<file path="config.mk">
export PLATFORM = sky130hd
export DESIGN_NAME = ext_target_pipe_flat
export DESIGN_NICKNAME = d
export VERILOG_FILES = /design/src/rtl/ext_target_pipe_if.sv /design/src/rtl/ext_target_pipe.sv /design/src/flat_wrapper.sv
export SDC_FILE = /design/constraint.sdc
export NUM_CORES = 1
export LEC_CHECK = 0
export ABC_CLOCK_PERIOD_IN_PS = 2200
export CORE_ASPECT_RATIO = 1.75
export CORE_MARGIN = 2
export CORE_UTILIZATION = 49
export DETAILED_ROUTE_END_ITERATION = 8
export PLACE_DENSITY = 0.77
export SETUP_SLACK_MARGIN = 0.4
export SLEW_MARGIN = 10
export SYNTH_ARGS = -nofsm -noshare
export SYNTH_HDL_FRONTEND = slang
export SYNTH_SLANG_ARGS = --single-unit
</file>
<file path="constraint.sdc">
create_clock -name clk -period 2.2 [get_ports clk]
set_input_delay 0.44 -clock clk [delete_from_list [all_inputs] [get_ports clk]]
set_output_delay 0.44 -clock clk [all_outputs]
set_load 0.005 [all_outputs]
</file>
<file path="src/rtl/ext_target_pipe_if.sv">
`default_nettype none
// ============================================================================
// Module   : ext_target_pipe_if
// Brief    : Upstream/downstream handshake bundle for the ID->EX extension and
//            control-target pipeline.
// Revision : 1.0 - initial release
// ============================================================================
interface ext_target_pipe_if #(
    parameter int DATA_W = 32
);
    logic              flush;
    logic              in_valid;
    logic              in_ready;
    logic [31:0]       in_instr;
    logic [DATA_W-1:0] in_pc;
    logic [2:0]        in_op;
    logic              out_valid;
    logic              out_ready;
    logic [DATA_W-1:0] out_imm;
    logic [DATA_W-1:0] out_target;
    logic [2:0]        out_op;
    logic              out_err;

    modport master (
        output flush, in_valid, in_instr, in_pc, in_op, out_ready,
        input  in_ready, out_valid, out_imm, out_target, out_op, out_err
    );

    modport slave (
        input  flush, in_valid, in_instr, in_pc, in_op, out_ready,
        output in_ready, out_valid, out_imm, out_target, out_op, out_err
    );
endinterface
`default_nettype wire

</file>
<file path="src/rtl/ext_target_pipe.sv">
`default_nettype none
// ============================================================================
// Module   : ext_target_pipe
// Brief    : Two-stage immediate extender and jump/branch target generator
//            with valid/ready handshake and synchronous flush.
// Revision : 1.0 - initial release
// ============================================================================
module ext_target_pipe #(
    parameter int DATA_W = 32,
    parameter int IMM_W  = 16,
    parameter int JIDX_W = 26,
    parameter int LUI_SH = 16
) (
    input  wire logic          clk,
    input  wire logic          reset_n,
    ext_target_pipe_if.slave   bus
);
    localparam logic [2:0] c_op_zext   = 3'b000;
    localparam logic [2:0] c_op_sext   = 3'b001;
    localparam logic [2:0] c_op_lui    = 3'b010;
    localparam logic [2:0] c_op_jump   = 3'b011;
    localparam logic [2:0] c_op_branch = 3'b100;

    // Stage 1 state
    logic              s1_valid_q, s1_valid_d;
    logic [DATA_W-1:0] s1_ext_q,   s1_ext_d;
    logic [DATA_W-1:0] s1_pc4_q,   s1_pc4_d;
    logic [2:0]        s1_op_q,    s1_op_d;
    logic [JIDX_W-1:0] s1_jidx_q,  s1_jidx_d;
    logic              s1_err_q,   s1_err_d;

    // Stage 2 state (drives the outputs directly)
    logic              s2_valid_q,  s2_valid_d;
    logic [DATA_W-1:0] s2_imm_q,    s2_imm_d;
    logic [DATA_W-1:0] s2_target_q, s2_target_d;
    logic [2:0]        s2_op_q,     s2_op_d;
    logic              s2_err_q,    s2_err_d;

    logic              w_s1_advance;
    logic              w_in_ready;
    logic [IMM_W-1:0]  w_imm;
    logic [DATA_W-1:0] w_zext;
    logic [DATA_W-1:0] w_sext;
    logic [DATA_W-1:0] w_lui;
    logic [DATA_W-1:0] w_ext;
    logic              w_err;
    logic [DATA_W-1:0] w_target;
    logic              w_unused_instr;

    // Ready depends only on registered state, never on in_valid.
    assign w_s1_advance = !s2_valid_q || bus.out_ready;
    assign w_in_ready   = !s1_valid_q || w_s1_advance;

    assign w_imm  = bus.in_instr[IMM_W-1:0];
    assign w_zext = {{(DATA_W-IMM_W){1'b0}}, w_imm};
    assign w_sext = {{(DATA_W-IMM_W){w_imm[IMM_W-1]}}, w_imm};
    assign w_lui  = w_zext << LUI_SH;

    assign w_unused_instr = ^bus.in_instr[31:JIDX_W];

    always_comb begin
        w_ext = '0;
        w_err = 1'b0;
        case (bus.in_op)
            c_op_zext:   w_ext = w_zext;
            c_op_sext:   w_ext = w_sext;
            c_op_lui:    w_ext = w_lui;
            c_op_jump:   w_ext = w_sext;
            c_op_branch: w_ext = w_sext;
            default:     w_err = 1'b1;
        endcase
    end

    always_comb begin
        s1_valid_d = s1_valid_q;
        s1_ext_d   = s1_ext_q;
        s1_pc4_d   = s1_pc4_q;
        s1_op_d    = s1_op_q;
        s1_jidx_d  = s1_jidx_q;
        s1_err_d   = s1_err_q;
        if (w_in_ready) begin
            s1_valid_d = bus.in_valid;
            if (bus.in_valid) begin
                s1_ext_d  = w_ext;
                s1_pc4_d  = bus.in_pc + DATA_W'(4);
                s1_op_d   = bus.in_op;
                s1_jidx_d = bus.in_instr[JIDX_W-1:0];
                s1_err_d  = w_err;
            end
        end
        if (bus.flush) begin
            s1_valid_d = 1'b0;
        end
    end

    // Jump keeps the region bits of PC+4, not of the instruction's own PC.
    always_comb begin
        w_target = '0;
        case (s1_op_q)
            c_op_jump:   w_target = {s1_pc4_q[DATA_W-1:JIDX_W+2], s1_jidx_q, 2'b00};
            c_op_branch: w_target = s1_pc4_q + (s1_ext_q << 2);
            default:     w_target = '0;
        endcase
    end

    always_comb begin
        s2_valid_d  = s2_valid_q;
        s2_imm_d    = s2_imm_q;
        s2_target_d = s2_target_q;
        s2_op_d     = s2_op_q;
        s2_err_d    = s2_err_q;
        if (w_s1_advance) begin
            s2_valid_d = s1_valid_q;
            if (s1_valid_q) begin
                s2_imm_d    = s1_ext_q;
                s2_target_d = w_target;
                s2_op_d     = s1_op_q;
                s2_err_d    = s1_err_q;
            end
        end
        if (bus.flush) begin
            s2_valid_d = 1'b0;
        end
    end

    always_ff @(posedge clk or negedge reset_n) begin
        if (!reset_n) begin
            s1_valid_q  <= 1'b0;
            s1_ext_q    <= '0;
            s1_pc4_q    <= '0;
            s1_op_q     <= '0;
            s1_jidx_q   <= '0;
            s1_err_q    <= 1'b0;
            s2_valid_q  <= 1'b0;
            s2_imm_q    <= '0;
            s2_target_q <= '0;
            s2_op_q     <= '0;
            s2_err_q    <= 1'b0;
        end else begin
            s1_valid_q  <= s1_valid_d;
            s1_ext_q    <= s1_ext_d;
            s1_pc4_q    <= s1_pc4_d;
            s1_op_q     <= s1_op_d;
            s1_jidx_q   <= s1_jidx_d;
            s1_err_q    <= s1_err_d;
            s2_valid_q  <= s2_valid_d;
            s2_imm_q    <= s2_imm_d;
            s2_target_q <= s2_target_d;
            s2_op_q     <= s2_op_d;
            s2_err_q    <= s2_err_d;
        end
    end

    assign bus.in_ready   = w_in_ready;
    assign bus.out_valid  = s2_valid_q;
    assign bus.out_imm    = s2_imm_q;
    assign bus.out_target = s2_target_q;
    assign bus.out_op     = s2_op_q;
    assign bus.out_err    = s2_err_q;
endmodule
`default_nettype wire

</file>
<file path="src/flat_wrapper.sv">
// flat-port wrapper written by rule: the top's interface ports become plain ports
module ext_target_pipe_flat 
#(
    parameter int DATA_W = 32,
    parameter int IMM_W  = 16,
    parameter int JIDX_W = 26,
    parameter int LUI_SH = 16
)
  (clk, reset_n, bus_flush, bus_in_valid, bus_in_instr, bus_in_pc, bus_in_op, bus_out_ready, bus_in_ready, bus_out_valid, bus_out_imm, bus_out_target, bus_out_op, bus_out_err);
  ext_target_pipe_if #(.DATA_W(DATA_W)) bus_i ();
  input  wire logic clk;
  input  wire logic reset_n;
  input wire logic [$bits(bus_i.flush)-1:0] bus_flush;
  input wire logic [$bits(bus_i.in_valid)-1:0] bus_in_valid;
  input wire logic [$bits(bus_i.in_instr)-1:0] bus_in_instr;
  input wire logic [$bits(bus_i.in_pc)-1:0] bus_in_pc;
  input wire logic [$bits(bus_i.in_op)-1:0] bus_in_op;
  input wire logic [$bits(bus_i.out_ready)-1:0] bus_out_ready;
  output wire logic [$bits(bus_i.in_ready)-1:0] bus_in_ready;
  output wire logic [$bits(bus_i.out_valid)-1:0] bus_out_valid;
  output wire logic [$bits(bus_i.out_imm)-1:0] bus_out_imm;
  output wire logic [$bits(bus_i.out_target)-1:0] bus_out_target;
  output wire logic [$bits(bus_i.out_op)-1:0] bus_out_op;
  output wire logic [$bits(bus_i.out_err)-1:0] bus_out_err;
  assign bus_i.flush = bus_flush;
  assign bus_i.in_valid = bus_in_valid;
  assign bus_i.in_instr = bus_in_instr;
  assign bus_i.in_pc = bus_in_pc;
  assign bus_i.in_op = bus_in_op;
  assign bus_i.out_ready = bus_out_ready;
  assign bus_in_ready = bus_i.in_ready;
  assign bus_out_valid = bus_i.out_valid;
  assign bus_out_imm = bus_i.out_imm;
  assign bus_out_target = bus_i.out_target;
  assign bus_out_op = bus_i.out_op;
  assign bus_out_err = bus_i.out_err;
  ext_target_pipe #(.DATA_W(DATA_W), .IMM_W(IMM_W), .JIDX_W(JIDX_W), .LUI_SH(LUI_SH)) u_core (.clk(clk), .reset_n(reset_n), .bus(bus_i));
endmodule
</file>
Word-level counts from Yosys, hierarchy flattened
Index checks and enable logic that the tools add are counted.
{"block": "word_totals", "register_bits": 164, "input_bits": 72, "output_inout_bits": 70, "word_cells": 37}
{"block": "classes", "n_addsub": 2, "n_eq_ne": 6, "mux": 7, "reduce_logical": 11}
{"op": "$pmux W32 S3", "count": 1}
{"op": "$pmux W32 S2", "count": 1}
{"op": "$add A32 B3 Y32 const B", "count": 1}
{"op": "$add A32 B32 Y32", "count": 1}
{"op": "$eq A3 B2 Y1 const B", "count": 3}
{"op": "$eq A3 B3 Y1 const B", "count": 2}
{"op": "$mux W1", "count": 5}
{"op": "$reduce_or A5 Y1", "count": 1}
{"op": "$reduce_and A2 Y1", "count": 2}
{"op": "$reduce_bool A2 Y1", "count": 2}
{"op": "$eq A3 B1 Y1 const B", "count": 1}
{"op": "$logic_not A3 Y1", "count": 1}
{"op": "$reduce_or A3 Y1", "count": 1}
{"op": "$logic_not A1 Y1", "count": 2}
{"op": "$logic_or A1 B1 Y1", "count": 2}

Logic depth before layout (Yosys ltp)
{"block": "depth", "word_depth": 5, "ltp_mapped": 10, "mapped_depth_nobuf": 9}

Least setup slack after synthesis
Ideal clock, no wire load.
{"block": "synth_path", "path_kind": "register -> register", "from": "register u_core.s1_pc4_q[6]", "to": "register u_core.s2_target_q[31] (netlist: u_core.bus.out_target[31])", "setup_ns": 0.084, "arrival_ns": 2.252, "t_required_ns": 2.116, "slack_ns": -0.136, "stages_incl_launch_ff": 9, "path_buffers": 0, "period_less_slack_ns": 2.336, "path_cell_list": "dfrtp_1 > ha_1 > a21o_1 > a31o_1 > o2111ai_4 > a311oi_2 > o21ai_2 > or4b_1 > a41oi_2"}
{"block": "synth_via", "elab_chain_cells": 2}
{"element": "start, declared", "line_no": "ext_target_pipe.sv:27", "text": "logic [DATA_W-1:0] s1_pc4_q, s1_pc4_d;"}
{"element": "start signal, assigned", "line_no": "ext_target_pipe.sv:142", "text": "s1_pc4_q <= s1_pc4_d;"}
{"element": "$add A32 B32 Y32", "line_no": "ext_target_pipe.sv:101", "text": "c_op_branch: w_target = s1_pc4_q + (s1_ext_q << 2);"}
{"element": "$pmux W32 S2", "line_no": "ext_target_pipe.sv:99", "text": "case (s1_op_q)"}
{"element": "end signal, assigned", "line_no": "ext_target_pipe.sv:148", "text": "s2_target_q <= s2_target_d;"}
{"element": "end, declared", "line_no": "ext_target_pipe.sv:35", "text": "logic [DATA_W-1:0] s2_target_q, s2_target_d;"}
Every way passes these cells.
A chain may end at the register's enable or synchronous reset.

Worst setup path after layout
{"block": "layout_path", "from": "register u_core.s1_ext_q[1]", "to": "register u_core.s2_target_q[27] (netlist: u_core.bus.out_target[27])"}
{"block": "layout_via", "elab_chain_cells": 2}
{"element": "start, declared", "line_no": "ext_target_pipe.sv:26", "text": "logic [DATA_W-1:0] s1_ext_q, s1_ext_d;"}
{"element": "start signal, assigned", "line_no": "ext_target_pipe.sv:141", "text": "s1_ext_q <= s1_ext_d;"}
{"element": "$add A32 B32 Y32", "line_no": "ext_target_pipe.sv:101"}
{"element": "$pmux W32 S2", "line_no": "ext_target_pipe.sv:99"}
Every way passes these cells.

==> impl_metrics.json <==
{
  "status": "finished, violations left",
  "failed_checks": "negative setup slack",
  "layout_common_cells": "311 x nand2_1, 164 x dfrtp_1, 161 x buf_4",
  "yosysUniqueCellTypes": 64,
  "drt_first_pass_iters": 5,
  "relSlewSlack": 0.7033,
  "vias": 8348,
  "dieArea_sq_um": 18500,
  "cts_tree": "done",
  "syn-num-nets": 1087,
  "placementRows": 63,
  "final_layout_size_suffix_gt1_frac": 0.2277,
  "clk_pin_slew_worst_paths_ps": 70,
  "grt_pass1_wl_um": 42520,
  "fin_ws_ps": -245.6,
  "worstSkewPairLatency_ps": 450,
  "p_leak_nw": 6.016,
  "setup_viol": 21,
  "seq_area_frac_synth": 0.4816,
  "synth_area_sq_um": 8521,
  "ys_ff_latch": 164,
  "netlist_instances": 984,
  "cts_made_buffers": 17,
  "synth_area_leaders": "dfrtp_1 48%, nand2_1 14%, ha_1 4.4%",
  "final_period_minus_worst_setup_slack_ps": 2446,
  "holdWs_ps": 419.2,
  "grt_overflow": 0,
  "io_buffer_count": 135,
  "cp_max_fo": 4,
  "grt_pass1_vias": 8376,
  "yosysTopAreaCellShare": 0.4816,
  "antenna_found_initial": 0,
  "finalHoldViolations": 0,
  "tns_ps": -2350,
  "critPathMaxStageDelay_ps": 410,
  "routed_via_density": 5.580,
  "synth_edf_count": 0,
  "grt_max_degree": 70,
  "drtAntennaViolNets": 0,
  "hold_class": "input pin to flop",
  "io_pins": 142,
  "hpwlAfterDp_um": 19800,
  "die_w_um": 103.7,
  "worst_slew_pin_slew_ps": 445.0,
  "cp_slowest_cell": "dfrtp_1",
  "diodes": 0,
  "crit_buf_inv": 0,
  "cp.arrival_ps": 2820,
  "dp_slack_ps": -293.9,
  "critPathRequiredTime_ps": 2580,
  "grt_usage": 0.2961,
  "fin_total_pwr_mw": 9.247,
  "post_drt_wl_per_cell_um": 18.13,
  "cts_sinks": 164,
  "drv_cap": 0,
  "start_util": 0.5004,
  "layout_commonest_cell": "nand2_1",
  "critPathLaunchType": "flop",
  "fin_area_sq_um": 12410,
  "fp.dieH_um": 178.4,
  "drcViolationCount": 0,
  "ys.flop_type": "dfrtp_1",
  "core_sq_um": 17030,
  "fin_crit_sh": 1.112,
  "rsz0062_at_grt": "true",
  "cts_root_buffer": "clkbuf_16",
  "nNetsFinal": 1359,
  "peakVddDrop_mv": 0.3674,
  "drv_slew": 0,
  "area_delta_synth_final_pct": 45.62,
  "cp_cell_sequence": "ha_1 -> a21o_1 -> and4_4 -> o2111ai_4 -> a311oi_2 -> o21ai_2 -> or3_1 -> a21bo_1 -> a21oi_2",
  "async_flop_share": 1.000,
  "critPathCaptureType": "flop",
  "path_class": "flop to flop",
  "drt-initial-drc-count": 416,
  "clock.fmax_mhz": 408.9,
  "clock_path_buffers": 2,
  "power.density_nw_per_um2": 745.2,
  "clock_skew_ps": 11.97,
  "syn_avg_cell_area_sq_um": 8.659,
  "cp_top_family": "compound AO/OA/AOI/OAI gates",
  "placed_area_sq_um": 11300,
  "yosysWarnings": 0,
  "place_congestion": 0.9829,
  "synth_area_leader_cell": "dfrtp_1",
  "totalWireLength_um": 27130,
  "htree_levels": 4
}
[power by group]
group / internal, mW / switching, mW / leakage, nW
Clock: 1.52 / 1.43 / 0.285
Sequential: 3.38 / 0.254 / 2.08
Combinational: 1.37 / 1.29 / 3.66
[repair_timing]
action	CTS	global route
pin swaps	42	14
resized for setup	66	36
setup buffers	10	8
hold buffers	1	0
cloned	0	0
setup endpoints to repair	53	46
endpoints found under the hold margin	39	0
[kinds of logic after synthesis]
kind of cell	count (synthesis)	synth area share
flip-flops	164	0.4816
XOR/XNOR	52	0.05345
multiplexers	2	0.002496
buffers and inverters	62	0.02981
AO/OA/AOI/OAI	175	0.1389
adder cells (fa/ha/maj)	31	0.04640
AND/OR/NAND/NOR	498	0.2473
[metrics by stage]
step | instances | utilization
after global routing | 1496 | 0.7288
after global placement | 1445 | 0.6638
final | 1496 | 0.7288
after CTS | 1488 | 0.7177
after detailed placement | 1445 | 0.6638
after floorplan | 984 | -
[final cells by class]
cell class	instances	area [sq um]
sequential	164	4104
timing repair buffer	307	2774
tap	227	284.0
multi-input combinational	758	4633
inverter	8	30.03
clock inverter	15	157.7
clock buffer	17	425.4
fill	1262	4618
[state kept, by name (all words and copies together), names as in the netlist]
register / count
u_core.s1_op_q: 3
u_core.bus.out_imm: 32
u_core.bus.out_err: 1
u_core.s1_jidx_q: 26
u_core.s1_pc4_q: 32
u_core.bus.out_op: 3
u_core.s1_valid_q: 1
u_core.s1_ext_q: 32
u_core.s1_err_q: 1
u_core.bus.out_valid: 1
u_core.bus.out_target: 32
[tightest hold or removal path, stage by stage]
cell	delay [ps]
dlymetal6s2s_1	100
buf_4	110
xnor2_1	90
o21ai_0	70
[synth_stat cells (4+ instances only)]
cell type and n:
ha_1 30, o21a_1 4, inv_1 8, nand4_1 14, a21o_1 9, a221oi_1 15
nor3_1 4, a22oi_1 11, nor2b_1 4, and4_1 4, xor2_1 29, a21oi_1 35
and3_1 6, o21bai_1 5, o21ai_0 57, dfrtp_1 164, nor2_1 56, o211ai_1 5
clkbuf_1 46, xnor2_1 23, nand3_1 72, nand2_1 319
[path summary, 6_finish.rpt]
check	endpoint	start	cells after the start	slack [ps]
min in group asynchronous	u_core.s1_ext_q[7]	reset_n	2	500
hold / removal	u_core.s1_pc4_q[16]	bus_in_pc[16]	4	420
max in group asynchronous	u_core.s1_pc4_q[28]	reset_n	3	1100
setup reg to reg	u_core.bus.out_target[27]	u_core.s1_ext_q[1]	9	-250
hold reg to reg	u_core.bus.out_imm[30]	u_core.s1_ext_q[30]	2	470
setup / recovery	u_core.bus.out_target[27]	u_core.s1_ext_q[1]	9	-250
[per-layer routing]
| metal | part of all wire | routed length, um | track usage |
|---|---|---|---|
| met1 | 0.36 | 9852 | 0.3165 |
| met2 | 0.53 | 14480 | 0.5563 |
| met3 | 0.050 | 1368 | 0.03800 |
| met4 | 0.053 | 1429 | 0.1751 |
| met5 | 0 | 0 | 0 |
No activity file was read; power rests on OpenSTA's default activity.
